===== src/rtl/chi_stage_pkg.sv =====
// Shared definitions for the permutation-round stages: state geometry,
// the common stage sequencing enum and the lane-index helper.
package chi_stage_pkg;

    localparam int WIDTH = 32'sd25;
    localparam int LINES = 32'sd64;
    localparam int CNT_W = 32'sd6;

    typedef enum logic [1:0] {
        ST_IDLE  = 2'd0,
        ST_READ  = 2'd1,
        ST_WRITE = 2'd2,
        ST_DONE  = 2'd3
    } stage_state_e;

    // Bit position of lane (x, y) inside one 5x5 z-slice line.
    function automatic int idx(input int x, input int y);
        return (32'sd5 * y) + x;
    endfunction

endpackage


===== src/rtl/chi_stage_if.sv =====
// Line-walk handshake between a round stage (slave) and the sequencer /
// slice memory side (master).
interface chi_stage_if;
    import chi_stage_pkg::*;

    logic             chi_en;
    logic             donee;
    logic [CNT_W-1:0] cnt_value;
    logic [WIDTH-1:0] line_in;
    logic             write_enable;
    logic [WIDTH-1:0] write_value;

    modport slave (
        input  chi_en,
        input  line_in,
        output donee,
        output cnt_value,
        output write_enable,
        output write_value
    );

    modport master (
        output chi_en,
        output line_in,
        input  donee,
        input  cnt_value,
        input  write_enable,
        input  write_value
    );

endinterface


===== src/rtl/chi_stage_slice.sv =====
// Combinational chi over one 5x5 z-slice: each row of five lanes is
// transformed independently by the same nonlinear row function.
module chi_slice
    import chi_stage_pkg::*;
(
    input  logic [WIDTH-1:0] line_i,
    output logic [WIDTH-1:0] line_o
);

    function automatic logic [4:0] chi_row(input logic [4:0] r);
        logic [4:0] res;
        res = r;
        for (int x = 0; x < 32'sd5; x++) begin
            res[x] = r[x] ^ (~r[(x + 32'sd1) % 32'sd5] & r[(x + 32'sd2) % 32'sd5]);
        end
        return res;
    endfunction

    for (genvar y = 0; y < 5; y++) begin : g_row
        assign line_o[idx(0, y) +: 5] = chi_row(line_i[idx(0, y) +: 5]);
    end

endmodule


===== src/rtl/chi_stage_top.sv =====
// Chi stage: walks every slice line of the state memory, reading a line in
// one cycle and writing its chi result back with a one-cycle strobe the next.
module chi_stage_top
    import chi_stage_pkg::*;
#(
    parameter int LINES = chi_stage_pkg::LINES,
    parameter int CNT_W = chi_stage_pkg::CNT_W,
    parameter int WIDTH = chi_stage_pkg::WIDTH
) (
    input  logic       clk,
    input  logic       rst,
    chi_stage_if.slave bus
);

    localparam logic [CNT_W-1:0] LAST_LINE = CNT_W'(LINES - 32'sd1);

    if ((WIDTH != 32'sd25) || (LINES != (32'sd1 << CNT_W))
        || (CNT_W != chi_stage_pkg::CNT_W)) begin : g_bad_cfg
        $error("chi_stage_top: WIDTH must be 25 and LINES must equal 2**CNT_W");
    end

    stage_state_e     state_q, state_d;
    logic [CNT_W-1:0] cnt_q, cnt_d;
    logic [WIDTH-1:0] wv_q, wv_d;
    logic             we_q, we_d;
    logic             done_q, done_d;
    logic [WIDTH-1:0] chi_out;

    chi_slice u_chi (
        .line_i (bus.line_in),
        .line_o (chi_out)
    );

    // Next-state and next-output decode; outputs are registered so the
    // strobe and address change only on clock edges.
    always_comb begin
        state_d = state_q;
        cnt_d   = cnt_q;
        wv_d    = wv_q;
        we_d    = 1'b0;
        done_d  = 1'b0;
        case (state_q)
            ST_IDLE: begin
                cnt_d = '0;
                wv_d  = '0;
                if (bus.chi_en) begin
                    state_d = ST_READ;
                end else begin
                    state_d = ST_IDLE;
                end
            end
            ST_READ: begin
                wv_d    = chi_out;
                we_d    = 1'b1;
                state_d = ST_WRITE;
            end
            ST_WRITE: begin
                if (cnt_q == LAST_LINE) begin
                    state_d = ST_DONE;
                    done_d  = 1'b1;
                end else begin
                    cnt_d   = cnt_q + CNT_W'(1);
                    state_d = ST_READ;
                end
            end
            ST_DONE: begin
                // Holding chi_en keeps the stage parked here; no restart.
                if (bus.chi_en) begin
                    done_d = 1'b1;
                end else begin
                    state_d = ST_IDLE;
                    cnt_d   = '0;
                    wv_d    = '0;
                end
            end
            default: begin
                state_d = ST_IDLE;
                cnt_d   = '0;
                wv_d    = '0;
            end
        endcase
    end

    // State and output registers with synchronous reset.
    always_ff @(posedge clk) begin
        if (rst) begin
            state_q <= ST_IDLE;
            cnt_q   <= '0;
            wv_q    <= '0;
            we_q    <= 1'b0;
            done_q  <= 1'b0;
        end else begin
            state_q <= state_d;
            cnt_q   <= cnt_d;
            wv_q    <= wv_d;
            we_q    <= we_d;
            done_q  <= done_d;
        end
    end

    assign bus.donee        = done_q;
    assign bus.cnt_value    = cnt_q;
    assign bus.write_enable = we_q;
    assign bus.write_value  = wv_q;

endmodule


===== src/flat_wrapper.sv =====
// flat-port wrapper written by rule: the top's interface ports become plain ports
module chi_stage_top_flat import chi_stage_pkg::*;
#(
    parameter int LINES = chi_stage_pkg::LINES,
    parameter int CNT_W = chi_stage_pkg::CNT_W,
    parameter int WIDTH = chi_stage_pkg::WIDTH
)
  (clk, rst, bus_chi_en, bus_line_in, bus_donee, bus_cnt_value, bus_write_enable, bus_write_value);
  chi_stage_if bus_i ();
  input  logic clk;
  input  logic rst;
  input wire logic [$bits(bus_i.chi_en)-1:0] bus_chi_en;
  input wire logic [$bits(bus_i.line_in)-1:0] bus_line_in;
  output wire logic [$bits(bus_i.donee)-1:0] bus_donee;
  output wire logic [$bits(bus_i.cnt_value)-1:0] bus_cnt_value;
  output wire logic [$bits(bus_i.write_enable)-1:0] bus_write_enable;
  output wire logic [$bits(bus_i.write_value)-1:0] bus_write_value;
  assign bus_i.chi_en = bus_chi_en;
  assign bus_i.line_in = bus_line_in;
  assign bus_donee = bus_i.donee;
  assign bus_cnt_value = bus_i.cnt_value;
  assign bus_write_enable = bus_i.write_enable;
  assign bus_write_value = bus_i.write_value;
  chi_stage_top #(.LINES(LINES), .CNT_W(CNT_W), .WIDTH(WIDTH)) u_core (.clk(clk), .rst(rst), .bus(bus_i));
endmodule

===== config.mk =====
export PLATFORM = sky130hd
export DESIGN_NAME = chi_stage_top_flat
export DESIGN_NICKNAME = d
export VERILOG_FILES = /design/src/rtl/chi_stage_pkg.sv /design/src/rtl/chi_stage_if.sv /design/src/rtl/chi_stage_slice.sv /design/src/rtl/chi_stage_top.sv /design/src/flat_wrapper.sv
export SDC_FILE = /design/constraint.sdc
export NUM_CORES = 1
export LEC_CHECK = 0
export ABC_AREA = 1
export CAP_MARGIN = 25
export CELL_PAD_IN_SITES_DETAIL_PLACEMENT = 2
export CELL_PAD_IN_SITES_GLOBAL_PLACEMENT = 2
export CORE_ASPECT_RATIO = 0.5
export CORE_MARGIN = 2
export CORE_UTILIZATION = 24
export DETAILED_ROUTE_END_ITERATION = 6
export PLACE_DENSITY = 0.88
export SYNTH_ARGS = -nofsm -noshare
export SYNTH_HDL_FRONTEND = slang
export SYNTH_HIERARCHICAL = 1
export SYNTH_SLANG_ARGS = --single-unit

===== constraint.sdc =====
create_clock -name clk -period 1.6 [get_ports clk]
set_input_delay 0.16 -clock clk [delete_from_list [all_inputs] [get_ports clk]]
set_output_delay 0.16 -clock clk [all_outputs]
set_load 0.03 [all_outputs]

Yosys cells after proc, flatten, opt, wreduce, memory -nomap -nowiden

Cells that the tools add are included.

Bitwise gates (word level): 75
Eq/ne operators: 6
Reduce and logical (&&, ||, !) cells: 5
$add $sub $neg: 1
Muxes and demuxes: 13

Operators with widths:

| cell                | number |
|---|---|
| $pmux 25 s3         | 1 |
| $and 1x1->1         | 25 |
| $mux 25             | 1 |
| $not 1->1           | 25 |
| $xor 1x1->1         | 25 |
| $pmux 6 s3          | 1 |
| $mux 6              | 2 |
| $pmux 2 s4          | 1 |
| $add 6x1->6 const B | 1 |
| $eq 6x6->1 const B  | 1 |
| $reduce_bool 3->1   | 2 |
| $eq 2x2->1 const B  | 2 |
| $mux 1              | 4 |
| $mux 2              | 2 |
| $ne 2x2->1 const B  | 2 |
| $reduce_and 3->1    | 1 |
| $eq 2x1->1 const B  | 1 |
| $logic_not 2->1     | 1 |
| $pmux 1 s2          | 1 |
| $reduce_and 2->1    | 1 |

Logic and storage cells: 105
Output and inout port bits: 33
Input port bits: 28
Bits in registers: 35

Logic depth before layout (Yosys ltp)

Word-level depth: 4
Depth in mapped cells: 9

Modules after synthesis

The synthesis kept the hierarchy.

By module, submodules not included:

| module        | seq. area each (sq um) | times used | cells an instance | area each (sq um) |
|---|---|---|---|---|
| chi_stage_top | 700.7                  | 1          | 152               | 1417.6 |
| chi_slice     | 0.0                    | 1          | 125               | 500.5 |

Worst setup path after synthesis

Ideal clock, no wire load.

Path type: register to register
Start: register u_core.cnt_q[0], in the netlist u_core/bus.cnt_value[0]
End: register u_core.cnt_q[1], in the netlist u_core/bus.cnt_value[1]
Path slack: 0.153 ns
Path buffers: 0
Required time: 1.541 ns
Period minus slack after synthesis: 1.447 ns
Library setup time: 0.059 ns
Data arrival time: 1.389 ns
Stages on the path, launching flop included: 10
Cell sequence: dfxtp_1 ha_1 nand2_1 nor2_1 nand2_4 nand3_2 nand2_2 inv_2 nand2_1 nand2_1

Cells in the longest elaborated chain, start to end: 3

Ends and longest elaborated chain:

| what                                           | RTL line                                 | text |
|---|---|---|
| start, declared                                | chi_stage_top.sv:23                      | `logic [CNT_W-1:0] cnt_q, cnt_d;` |
| start signal, assigned                         | chi_stage_top.sv:94                      | `cnt_q <= cnt_d;` |
| $add 6x1->6 or $eq 6x6->1 (tied branches)      | chi_stage_top.sv:62, chi_stage_top.sv:58 |  |
| $mux 6 or $ne 2x2->1 (tied branches)           | n/a                                      |  |
| $pmux 6 s3 or $reduce_and 3->1 (tied branches) | n/a                                      |  |

Parallel ways exist; a longest one is shown, timed or not. The select of a mux whose other input is x is not followed.
A chain may end at the register's enable or synchronous reset.

Final worst setup path

Start: register u_core.cnt_q[3], in the netlist u_core/bus.cnt_value[3]
End: output port bus_cnt_value[3]

RTL lines:

| what          | RTL line           | text |
|---|---|---|
| end, declared | flat_wrapper.sv:15 | `output wire logic [$bits(bus_i.cnt_value)-1:0] bus_cnt_value;` |

No word-level cell between the ends.

==> out/qor.yml <==
place:
  dpl.hpwl_um: 5392
  globalplace.congestion: 0.7535
  port_buffers: 60
  placed_area_um2: 2605
  post-place-ws_ns: 0.09118
synthesis:
  seq_area_frac_synth: 0.3653
  synth_nets: 306
  netlist.area_leader.share: 0.3653
  synth.largest_area_cell: "dfxtp_1"
  netlist_top_cells_area: "dfxtp_1, nand2_1, a22oi_2"
  postSynthCellCount: 277
  yosysWarnings: 6
  synth.avg_cell_area_um2: 6.925
  ys_ff_latch: 35
  ys_types: 23
  synth.cell_area_um2: 1918
global_route:
  track_usage: 0.1717
  grt_max_degree: 30
  grt_overflow: 0
  antenna_found_initial: 0
  grt_pass1_wl_um: 11540
  grt_pass1_vias: 2305
sta:
  fmax_mhz: 651.2
  period_share: 0.9598
  clock_skew_ns: 0.003055
  fin_ws_ns: 0.06431
  setup_viol: 0
  finalHoldViolCount: 0
  final.min_clock_period_ns: 1.536
  tightestPinTransition_ns: 0.3590
  maxSlewViolCount: 0
  hold-worst-slack_ns: 0.4952
  relSlewSlack: 0.7605
clocking:
  cts-buffers-inserted: 5
  clock-sinks: 35
  clk_pin_slew_ns: 0.06
  htree_levels: 2
  clk_path_buf_depth: 2
  cts_hold_buffers: 0
  clk_latency_ns: 0.28
  cts_tree: "done"
  cts_root_buf: "clkbuf_16"
  post_cts_buffers: 0
die:
  row_count: 22
  die_y_um: 67.22
  io_pins: 61
  dieArea_um2: 8767
  coreArea_um2: 7542
  start_util: 0.2543
  die_width_um: 130.4
run_status:
  status: "finished, final reports clean"
run:
  drv_cap: 0
setup_path:
  max_stage_delay_ns: 0.70
  crit_buf_inv: 1
  slowest_stage: "clkdlybuf4s50_1"
  worstPathArrival_ns: 1.38
  worstSetupPathType: "register to output pin"
  worstPathCellList: "clkdlybuf4s50_1"
  cp_top_family: "buffers and inverters"
  crit_required_ns: 1.44
  crit_fanout: 4
  critPathLaunchType: "register"
  crit_path_end_kind: "output pin"
layout:
  fin_util: 0.3653
  fillers: 891
  layout.nets: 367
  n_antenna_cell: 0
  drive_above_1_share: 0.1003
  final_area_um2: 2755
  syn_to_final_growth_pct: 43.64
pwr:
  vdd_ir_drop_max_v: 0.0003746
  power_density_nw_per_um2: 845.9
  power.leakage_nw: 1.261
routing:
  routedWlPerCell_um: 15.80
  dr_wl_met2_um: 3803
  met1_length_um: 3041
  drtIter0Drc: 70
  viasPerCell: 4.555
  via_count: 2036
  drtPass1Iterations: 3
  maxUsedRoutingLayer: "met4"
  wl_um: 7063
  wl_met3_um: 128
  drtAntennaViolNets: 0
  route.detailed.drc: 0
worst_hold_path:
  hold_path.class: "register to register"
[flip-flops by register name, indices dropped and copies added, names as in the netlist]
name and cells:
u_core/state_q 2, u_core/bus.write_value 25, u_core/bus.write_enable 1, u_core/bus.donee 1, u_core/bus.cnt_value 6
[path summary, 6_finish.rpt]
path                            from                 endpoint  slack [ns]  cells past startpoint
max          u_core/bus.cnt_value[3]         bus_cnt_value[3]        0.06                      1
min          u_core/bus.cnt_value[1]  u_core/bus.cnt_value[1]        0.50                      2
max reg2reg  u_core/bus.cnt_value[0]  u_core/bus.cnt_value[0]        0.17                      7
min reg2reg  u_core/bus.cnt_value[1]  u_core/bus.cnt_value[1]        0.50                      2
[report_power, final]
group	leakage (nW)	switching, W	internal (W)
clock	0.0658	0.000381	0.000573
sequential	0.284	0.0000249	0.000901
combinational	0.911	0.000272	0.000179
total	1.26	0.000678	0.00165
[metal layers]
metal	up-vias	track usage
li1	1011	-
met1	1000	0.1927
met2	19	0.3364
met3	6	0.03487
met4	0	0.04654
met5	-	0
[cells by family (layout without fill, tap and decap cells)]
| kind of cell | Yosys count | count (layout) | synth area share |
|---|---|---|---|
| DFF | 35 | 35 | 0.3653 |
| adders and majority gates | 1 | 1 | 0.006522 |
| AOI/OAI and AO/OA | 35 | 35 | 0.1579 |
| and+or+nand+nor | 161 | 161 | 0.3653 |
| buffers and inverters | 45 | 107 | 0.1050 |
[repair_timing]
action / 4_1_cts / 5_1_grt
hold endpoints to repair: 0 / 0
gates resized for setup: 0 / 2
endpoints found under the setup margin: 0 / 3
[final cells by class]
| type | instances | area (um2) | share of cell area |
|---|---|---|---|
| repair buffers | 61 | 613.1 | 0.2225 |
| clock buffers | 5 | 125.1 | 0.04541 |
| multi-input cells | 197 | 1016 | 0.3688 |
| well taps | 108 | 135.1 | 0.04905 |
| flip-flops and latches | 35 | 700.7 | 0.2543 |
| clock inverters | 3 | 20.02 | 0.007266 |
| inverters | 38 | 145.1 | 0.05268 |
[metrics by stage]
| step | instances | TNS [ns] | power, W |
|---|---|---|---|
| final | 447 | 0 | 0.002331 |
| after global routing | 447 | -0.007158 | 0.002441 |
| after CTS | 447 | 0 | 0.002354 |
| after detailed placement | 439 | 0 | 0.001394 |
| after global placement | 439 | 0 | 0.001369 |
| after floorplan | 277 | 0 | 0.001197 |
[cell usage in the layout (no fill, tap or decap), types with 2 or more instances in the layout]
cell / instances
nand2_4: 2
a22oi_2: 12
o21ai_0: 3
nand2_1: 89
clkinvlp_4: 2
nand4_1: 3
a22oi_1: 13
clkbuf_16: 5
inv_2: 3
a21oi_1: 5
nor2_1: 31
inv_1: 34
clkdlybuf4s50_1: 58
nand3_1: 29
dlymetal6s2s_1: 2
dfxtp_1: 35
nand2_2: 3
[Yosys cell counts]
cell type	n
nand3_2	1
nand3_4	1
o21bai_1	1
nand4_1	3
clkbuf_1	3
inv_1	34
a21oi_1	5
nor2_1	31
ha_1	1
inv_2	3
nand2_1	89
dfxtp_1	35
nand2_2	3
a22oi_2	12
or2_2	1
nand3_1	29
a22oi_1	13
o21ai_0	3
o211ai_1	1
nor2_4	1
buf_6	4
nand2_4	2
inv_4	1
No activity file was read; power rests on OpenSTA's default activity.
